### src/rtl/comb_lock_ctrl.sv
// Keypad combination lock: configurable code length, retry lockout, auto-relock on door/timeout.
// Define COMBLOCK_SETCODE_EN to allow changing the code at runtime (SET while open).
module comb_lock_ctrl #(
  parameter int CODE_LEN = 4,
  parameter int MAX_TRIES = 3,
  parameter int LOCKOUT_CYC = 50_000_000,
  parameter int UNLOCK_CYC = 25_000_000,
  parameter logic [4*CODE_LEN-1:0] RESET_CODE = 'h1234
) (
  input  logic                  clock,
  input  logic                  reset,
  input  logic                  newKey,
  input  logic [4:0]            keyCode,
  input  logic                  switch,
  output logic                  unlock,
  output logic                  eLED,
  output logic                  lockout,
  output logic [4*CODE_LEN-1:0] dispVal,
  output logic [CODE_LEN-1:0]   radixVal
);

  localparam int EW = 4 * CODE_LEN;
  localparam int CW = $clog2(CODE_LEN + 1);
  localparam int TRW = $clog2(MAX_TRIES + 1);
  localparam int TMAX = (LOCKOUT_CYC > UNLOCK_CYC) ? LOCKOUT_CYC : UNLOCK_CYC;
  localparam int TW = $clog2(TMAX + 1);

  localparam logic [CW-1:0]  CNT_FULL = CW'(CODE_LEN);
  localparam logic [TRW-1:0] TRIES_MAX = TRW'(MAX_TRIES);
  localparam logic [TW-1:0]  LOCKOUT_LAST = TW'(LOCKOUT_CYC - 1);
  localparam logic [TW-1:0]  UNLOCK_LAST = TW'(UNLOCK_CYC - 1);

  typedef enum logic [2:0] {
    LOCKED,
    ERROR,
    LOCKOUT,
    OPEN
`ifdef COMBLOCK_SETCODE_EN
    , SETCODE
`endif
  } stateT;

  stateT state, stateNext;

  logic [EW-1:0]  entry, entryNext, entryShift;
  logic [CW-1:0]  cnt, cntNext;
  logic [TRW-1:0] tries, triesNext, triesInc;
  logic [TW-1:0]  timer, timerNext;
  logic           opened, openedNext;
  logic [EW-1:0]  code;
`ifdef COMBLOCK_SETCODE_EN
  logic [EW-1:0]  codeNext;
  logic           isSet;
`endif

  logic isDigit, isEnter, isClear, doorRelock;
  logic unlockNext, eLedNext, lockoutNext;
  logic [EW-1:0] dispNext;
  logic [CODE_LEN-1:0] radixNext;

  assign isDigit = newKey && !keyCode[4];
  assign isEnter = newKey && (keyCode == 5'h10);
  assign isClear = newKey && (keyCode == 5'h11);
`ifdef COMBLOCK_SETCODE_EN
  assign isSet = newKey && (keyCode == 5'h12);
`else
  assign code = RESET_CODE;
`endif

  // New digit enters on the right; the oldest digit falls off the top.
  assign entryShift = EW'({entry, keyCode[3:0]});
  assign triesInc = (tries == TRIES_MAX) ? tries : tries + TRW'(1);
  assign doorRelock = switch && (opened || timer == UNLOCK_LAST);

  always_comb begin
    stateNext = state;
    entryNext = entry;
    cntNext = cnt;
    triesNext = tries;
    timerNext = timer;
    openedNext = opened;
`ifdef COMBLOCK_SETCODE_EN
    codeNext = code;
`endif
    unique case (state)
      LOCKED: begin
        if (isDigit && cnt != CNT_FULL) begin
          entryNext = entryShift;
          cntNext = cnt + CW'(1);
        end else if (isClear) begin
          entryNext = '0;
          cntNext = '0;
        end else if (isEnter) begin
          entryNext = '0;
          cntNext = '0;
          if (cnt == CNT_FULL && entry == code) begin
            stateNext = OPEN;
            triesNext = '0;
            timerNext = '0;
            openedNext = 1'b0;
          end else begin
            triesNext = triesInc;
            if (triesInc == TRIES_MAX) begin
              stateNext = LOCKOUT;
              timerNext = '0;
            end else begin
              stateNext = ERROR;
            end
          end
        end
      end
      ERROR: begin
        if (newKey) stateNext = LOCKED;
      end
      LOCKOUT: begin
        if (timer == LOCKOUT_LAST) begin
          stateNext = LOCKED;
          triesNext = '0;
        end else begin
          timerNext = timer + TW'(1);
        end
      end
      OPEN: begin
        // Door activity and timeout outrank any key arriving in the same cycle.
        if (!switch) openedNext = 1'b1;
        if (doorRelock) begin
          stateNext = LOCKED;
        end else begin
          if (switch) timerNext = timer + TW'(1);
          if (isEnter && switch) begin
            stateNext = LOCKED;
          end
`ifdef COMBLOCK_SETCODE_EN
          else if (isSet) begin
            stateNext = SETCODE;
            entryNext = '0;
            cntNext = '0;
          end
`endif
        end
      end
`ifdef COMBLOCK_SETCODE_EN
      SETCODE: begin
        if (isDigit && cnt != CNT_FULL) begin
          entryNext = entryShift;
          cntNext = cnt + CW'(1);
        end else if (isClear) begin
          entryNext = '0;
          cntNext = '0;
        end else if (isEnter && cnt == CNT_FULL) begin
          codeNext = entry;
          stateNext = OPEN;
          entryNext = '0;
          cntNext = '0;
        end else if (isSet) begin
          stateNext = OPEN;
          entryNext = '0;
          cntNext = '0;
        end
      end
`endif
      default: stateNext = LOCKED;
    endcase
  end

  // Outputs are decoded from the next state so they register alongside it.
  always_comb begin
    unlockNext = 1'b0;
    eLedNext = 1'b0;
    lockoutNext = 1'b0;
    dispNext = entryNext;
    radixNext = '0;
    unique case (stateNext)
      LOCKED: begin
        for (int i = 0; i < CODE_LEN; i++) radixNext[i] = (i < int'(cntNext));
      end
`ifdef COMBLOCK_SETCODE_EN
      SETCODE: begin
        unlockNext = 1'b1;
        for (int i = 0; i < CODE_LEN; i++) radixNext[i] = (i < int'(cntNext));
      end
`endif
      OPEN: begin
        unlockNext = 1'b1;
        dispNext = '0;
        radixNext = '1;
      end
      ERROR: begin
        eLedNext = 1'b1;
        dispNext = {CODE_LEN{4'hE}};
      end
      LOCKOUT: begin
        eLedNext = 1'b1;
        lockoutNext = 1'b1;
        dispNext = {CODE_LEN{4'hE}};
      end
      default: dispNext = '0;
    endcase
  end

  always_ff @(posedge clock) begin
    if (reset) begin
      state <= LOCKED;
      entry <= '0;
      cnt <= '0;
      tries <= '0;
      timer <= '0;
      opened <= 1'b0;
`ifdef COMBLOCK_SETCODE_EN
      code <= RESET_CODE;
`endif
      unlock <= 1'b0;
      eLED <= 1'b0;
      lockout <= 1'b0;
      dispVal <= '0;
      radixVal <= '0;
    end else begin
      state <= stateNext;
      entry <= entryNext;
      cnt <= cntNext;
      tries <= triesNext;
      timer <= timerNext;
      opened <= openedNext;
`ifdef COMBLOCK_SETCODE_EN
      code <= codeNext;
`endif
      unlock <= unlockNext;
      eLED <= eLedNext;
      lockout <= lockoutNext;
      dispVal <= dispNext;
      radixVal <= radixNext;
    end
  end

endmodule

### config.mk
export PLATFORM = sky130hd
export DESIGN_NAME = comb_lock_ctrl
export DESIGN_NICKNAME = d
export VERILOG_FILES = /design/src/rtl/comb_lock_ctrl.sv
export SDC_FILE = /design/constraint.sdc
export NUM_CORES = 1
export LEC_CHECK = 0
export CORE_AREA = 2 2 94 96
export CTS_CLUSTER_DIAMETER = 150
export CTS_CLUSTER_SIZE = 40
export DETAILED_ROUTE_END_ITERATION = 10
export DIE_AREA = 0 0 96 98
export GPL_ROUTABILITY_DRIVEN = 0
export SYNTH_ARGS = -nofsm -noshare
export SYNTH_HDL_FRONTEND = slang
export SYNTH_SLANG_ARGS = --single-unit
### constraint.sdc
create_clock -name clock -period 2.2 [get_ports clock]
set_clock_uncertainty 0.1 [all_clocks]
set_input_delay 0.44 -clock clock [delete_from_list [all_inputs] [get_ports clock]]
set_output_delay 0.44 -clock clock [all_outputs]
set_load 0.02 [all_outputs]
==> Word-level counts from Yosys, hierarchy flattened <==
Cells that the tools add are included.
{ "op_classes": {"n_addsub": 3, "n_lt_le_gt_ge": 4, "eq_ne": 25, "n_mux": 45, "reduce_logical": 18} }
{ "ops": {"columns": ["op", "n"], "rows": [
  ["26-bit two-way mux", 8],
  ["26-bit one-hot mux with 3 select lines", 1],
  ["16-bit two-way mux", 4],
  ["3-bit two-way mux", 11],
  ["16-bit one-hot mux with 2 select lines", 1],
  ["26-bit by 1-bit adder with 26-bit output (second input constant)", 1],
  ["26-bit by 25-bit == test with 1-bit output (second input constant)", 1],
  ["26-bit == test (second input constant)", 1],
  ["2-bit inequality test (second input constant)", 9],
  ["16-bit by 13-bit == test with 1-bit output (second input constant)", 1],
  ["2-bit two-way mux", 8],
  ["3-bit by 2-bit == test with 1-bit output (second input constant)", 4],
  ["3-bit one-hot mux with 4 select lines", 1],
  ["5-bit == test (second input constant)", 2],
  ["1-bit two-way mux", 8],
  ["4-bit one-hot mux with 2 select lines", 1],
  ["8-bit AND reduction", 1],
  ["1-bit logical AND", 7],
  ["3-bit by 1-bit == test with 1-bit output (second input constant)", 2],
  ["3-bit zero test", 2],
  ["1-bit by 3-bit < comparator with 1-bit output (first input constant)", 2],
  ["2-bit by 3-bit < comparator with 1-bit output (first input constant)", 2],
  ["3-bit inequality test (second input constant)", 2],
  ["6-bit AND reduction", 1],
  ["other kinds (12)", 14]
]} }
{ "totals": {"reg_bits": 74, "inputBits": 9, "out_inout_bits": 23, "wordCells": 106} }

==> Longest topological paths before layout <==
{ "logic_depth": {"depth_word": 12, "mapped_depth": 10, "depth_no_buf": 8} }

==> Least setup slack after synthesis <==
Ideal clock, no wire load.
{ "synth_timing": {"kind": "register -> register", "start": "register timer[11]", "end": "register dispVal[14]", "setup_time_ns": 0.126, "t_arrival_ns": 2.029, "required_time_ns": 1.974, "setup_slack_ns": -0.055, "stages_incl_launch_ff": 9, "path_cell_list": "dfxtp_1 -> or4b_1 -> nor4_2 -> nand3_1 -> a221oi_2 -> and2_1 -> buf_6 -> buf_12 -> a21oi_1"} }
{ "synth_between": {"elab_chain_len": 8} }
{ "synth_lines": {"columns": ["element", "line", "rtl"], "rows": [
  ["start: declaration", "48", "logic [TW-1:0] timer, timerNext;"],
  ["start signal: assignment", "222", "timer <= timerNext;"],
  ["26-bit by 25-bit == test with 1-bit output", "73", "assign doorRelock = switch && (opened || timer == UNLOCK_LAST);"],
  ["1-bit logical OR", "73", null],
  ["1-bit logical AND", "73", null],
  ["3-bit two-way mux", "126", "if (doorRelock) begin"],
  ["3-bit one-hot mux with 4 select lines *", "85", "unique case (state)"],
  ["3-bit by 2-bit == test with 1-bit output or 3-bit by 1-bit == test with 1-bit output (tied branches)", "173", "unique case (stateNext)"],
  ["2-bit OR reduction (no source line)", null, null],
  ["16-bit one-hot mux with 2 select lines *", "173", null],
  ["end signal: assignment", "230", "dispVal <= dispNext;"],
  ["end: declaration", "18", "output logic [4*CODE_LEN-1:0] dispVal,"]
]} }
Every way passes the cells marked *; elsewhere a longest branch is shown, timed or not.
A chain may end at the register's enable or synchronous reset.

==> Final worst setup path <==
{ "layout_timing": {"start": "register timer[11]", "end": "register dispVal[15]"} }
The elaborated chain is that of the path after synthesis.

==> run summary <==
outcome - finished, violations left
failing checks - negative setup slack
worst setup margin - -143 ps
I/O pin cnt - 32
WHS Endpoint - opened
Multi-input gate area - 0.00202 sq mm
drt drc - 0
Worst Hold Depth - 4
antenna violations before repair - 0
Avg WL per Cell - 15.9 um
final max-slew violation count - 0
diode count - 0
Final min period - 2340 ps
Distinct cells, synth - 60
CP max-delay cell - or4b_4
largest family of logic cells by synthesized area - simple AND/OR/NAND/NOR gates
first-pass GRT wire length - 14.8 mm
Syn Area/Cell - 9.11 sq um
post-route ant nets - 0
port buffer count - 31
Initial Utilization - 38.8%
Final HPWL DP - 6.21 mm
CP peak stage delay - 550 ps
WL final - 9.43 mm
complex-gate fraction of the synthesized area - 17.4%
Final Hold Violating Endpoints - 0
number of synthesized flops with an enable pin - 0
r2r setup slk - -140 ps
critical setup path kind - flop to flop
Simple-Gate Fraction of Synth Area - 27.9%
yosys warns - 0
maximum clock rate - 427 MHz
via/cell ratio - 5.40
period utilization - 106%
# hold bufs at CTS - 0
Synth top area share - 45.2%
Layout fillers - 740
CTS tree - done
clk root buf - clkbuf_8
Synth Cell Area - 0.00328 sq mm
P per Cell Area - 541 mW/mm^2
CP endpoint kind - flop
clock buffer depth - 2
Syn Nets - 372
1st-iter DRT viols - 198
Area Overhead vs Synth - 52.4%
unrepaired setup endpoints after global routing - yes
vias in the first global route - 3,079
peak supply drop - 0.347 mV
commonest non-fill, non-tap cells in the layout - 80 x buf_4, 63 x dfxtp_1, 35 x nor2_1, 26 x clkdlybuf4s50_1, 19 x a21oi_1
Arr. time, crit path - 2480 ps
Final setup violation count - 36
commonest non-fill, non-tap cell in the layout - buf_4
ranking of synthesized cells by area - dfxtp_1 45%, nor2_1 4.2%, a21oi_1 4.0%
Overflow after GRT - 0
Worst Setup Start Kind - flop
share of cells above drive strength 1 - 39.9%
Yosys reg bits - 74
HP Class - input port to flop
xor and xnor area share after synthesis - 3.20%
chip width - 96 um
Pre-antenna DRT Iters - 4
Seq/Total Area, Yosys - 45.2%
critical-path cell list - or4b_4 > nor4_4 > buf_4 > nand3_4 > a221oi_4 > and2_4 > buf_12 > a21oi_1
Reg area - 0.00150 sq mm
Die Footprint - 0.00941 sq mm
layout net count - 493
total track usage - 20.1%
die height - 98 um
Synth Area in Adders - 1.14%
reg-to-reg endpoint - dispVal[15]
ys flop type - dfxtp_1
clock latency on the worst-skew pair - 350 ps
core region area - 0.00847 sq mm
CTS Buf Count - 9
Rows - 34
design area - 0.00500 sq mm
setup TNS - -3210 ps
min-delay src - switch
vias - 3,206
H-tree depth - 3
critical path fanouts, max - 12
ys async rst share - 0%
max-cap violations - 0
Yosys top cell by area - dfxtp_1
CTS Sinks - 74
total power - 2.70 mW
cell count after synthesis - 360
required time of the worst setup path - 2340 ps
placed inst area - 0.00421 sq mm
Leak - 1.96 nW
worst reg2reg startpoint - timer[11]
mux contribution to synthesized area - 0.953%
worst r2r path cells - 8
CTS clk-pin slew, worst paths - 80 ps
largest net degree at the start of global routing - 31
## cells in the mapped netlist (4+ instances only)
| cell | instances |
|---|---|
| a21oi_1 | 26 |
| a22oi_1 | 17 |
| and2_1 | 4 |
| and3_1 | 5 |
| and4_1 | 4 |
| and4b_1 | 4 |
| buf_2 | 4 |
| clkbuf_1 | 8 |
| dfxtp_1 | 74 |
| inv_1 | 10 |
| nand2_1 | 21 |
| nand3_1 | 18 |
| nand4_1 | 10 |
| nor2_1 | 37 |
| nor2b_1 | 4 |
| nor3_1 | 11 |
| nor4_1 | 5 |
| o211ai_1 | 5 |
| o21ai_0 | 10 |
| or3_1 | 7 |
| or4_1 | 8 |
| xnor2_1 | 5 |
| xor2_1 | 7 |
## worst max-delay path by stage
stage                   start  cells after the start           to
floorplan            entry[6]                      7     timer[2]
global placement       newKey                      8     timer[3]
detailed placement     newKey                      8     timer[3]
CTS                 timer[11]                      9    timer[13]
global route        timer[11]                      9    timer[13]
finish              timer[11]                      8  dispVal[15]
## registers in the layout, summed over array words and instances, names as in the netlist
| register | cells |
|---|---|
| state | 3 |
| tries | 2 |
| lockout | 1 |
| timer | 26 |
| cnt | 3 |
| radixVal | 4 |
| unlock | 1 |
| opened | 1 |
| eLED | 1 |
| entry | 16 |
| dispVal | 16 |
## logic make-up after synthesis
kind of cell               after synthesis
AOI/OAI and AO/OA                       83
muxes                                    3
other                                    1
buffers and inverters                   26
and+or+nand+nor                        158
xor gates and xnor gates                12
adders and majority gates                3
DFF                                     74
## what timing repair did
| action | 4_1_cts | 5_1_grt |
|---|---|---|
| gates cloned | 2 | 0 |
| buffers inserted | 4 | 14 |
| pin swaps | 12 | 24 |
| gates resized for setup | 31 | 73 |
| hold endpoints to repair | 0 | 0 |
| setup endpoints to repair | 43 | 55 |
## per-stage QoR
stage	worst slack, ps	hold WS (ps)	utilization, %	cells
after floorplan	9.53	357	-	360
after global placement	-445	370	49.7	558
after detailed placement	-496	384	49.7	558
after CTS	-70.5	395	54.2	580
after global routing	-235	366	59.1	594
final	-143	346	59.1	594
## power by group
part / internal [mW] / total (mW) / switching (mW)
sequential: 1.35 / 1.35 / 0.00631
clock: 0.671 / 1.21 / 0.534
combinational: 0.0658 / 0.145 / 0.0788
total: 2.08 / 2.70 / 0.619
## cell type report
cell class	count	area share, %
clock buffers	10	2.75
clock inverters	6	1.78
inverters	10	0.751
multi-input cells	261	40.3
flip-flops and latches	74	30.0
well taps	108	2.70
repair buffers	125	21.7
## worst max-delay path: cells and delay by family (launching register included)
kind | cells | cell delay (ps)
AND/OR/NAND/NOR | 4 | 1080
buffers and inverters | 2 | 320
AO/OA/AOI/OAI | 2 | 350
flip-flops | 1 | 370
## per-layer routing
layer  up-vias  track usage [%]  part of all wire (%)
met5         -                0                     0
met4         0             8.90                   2.9
met2        93             31.9                    49
met3        23             3.63                   4.4
li1       1580                -                     -
met1      1510             26.3                    44
No activity file was read; power rests on OpenSTA's default activity.
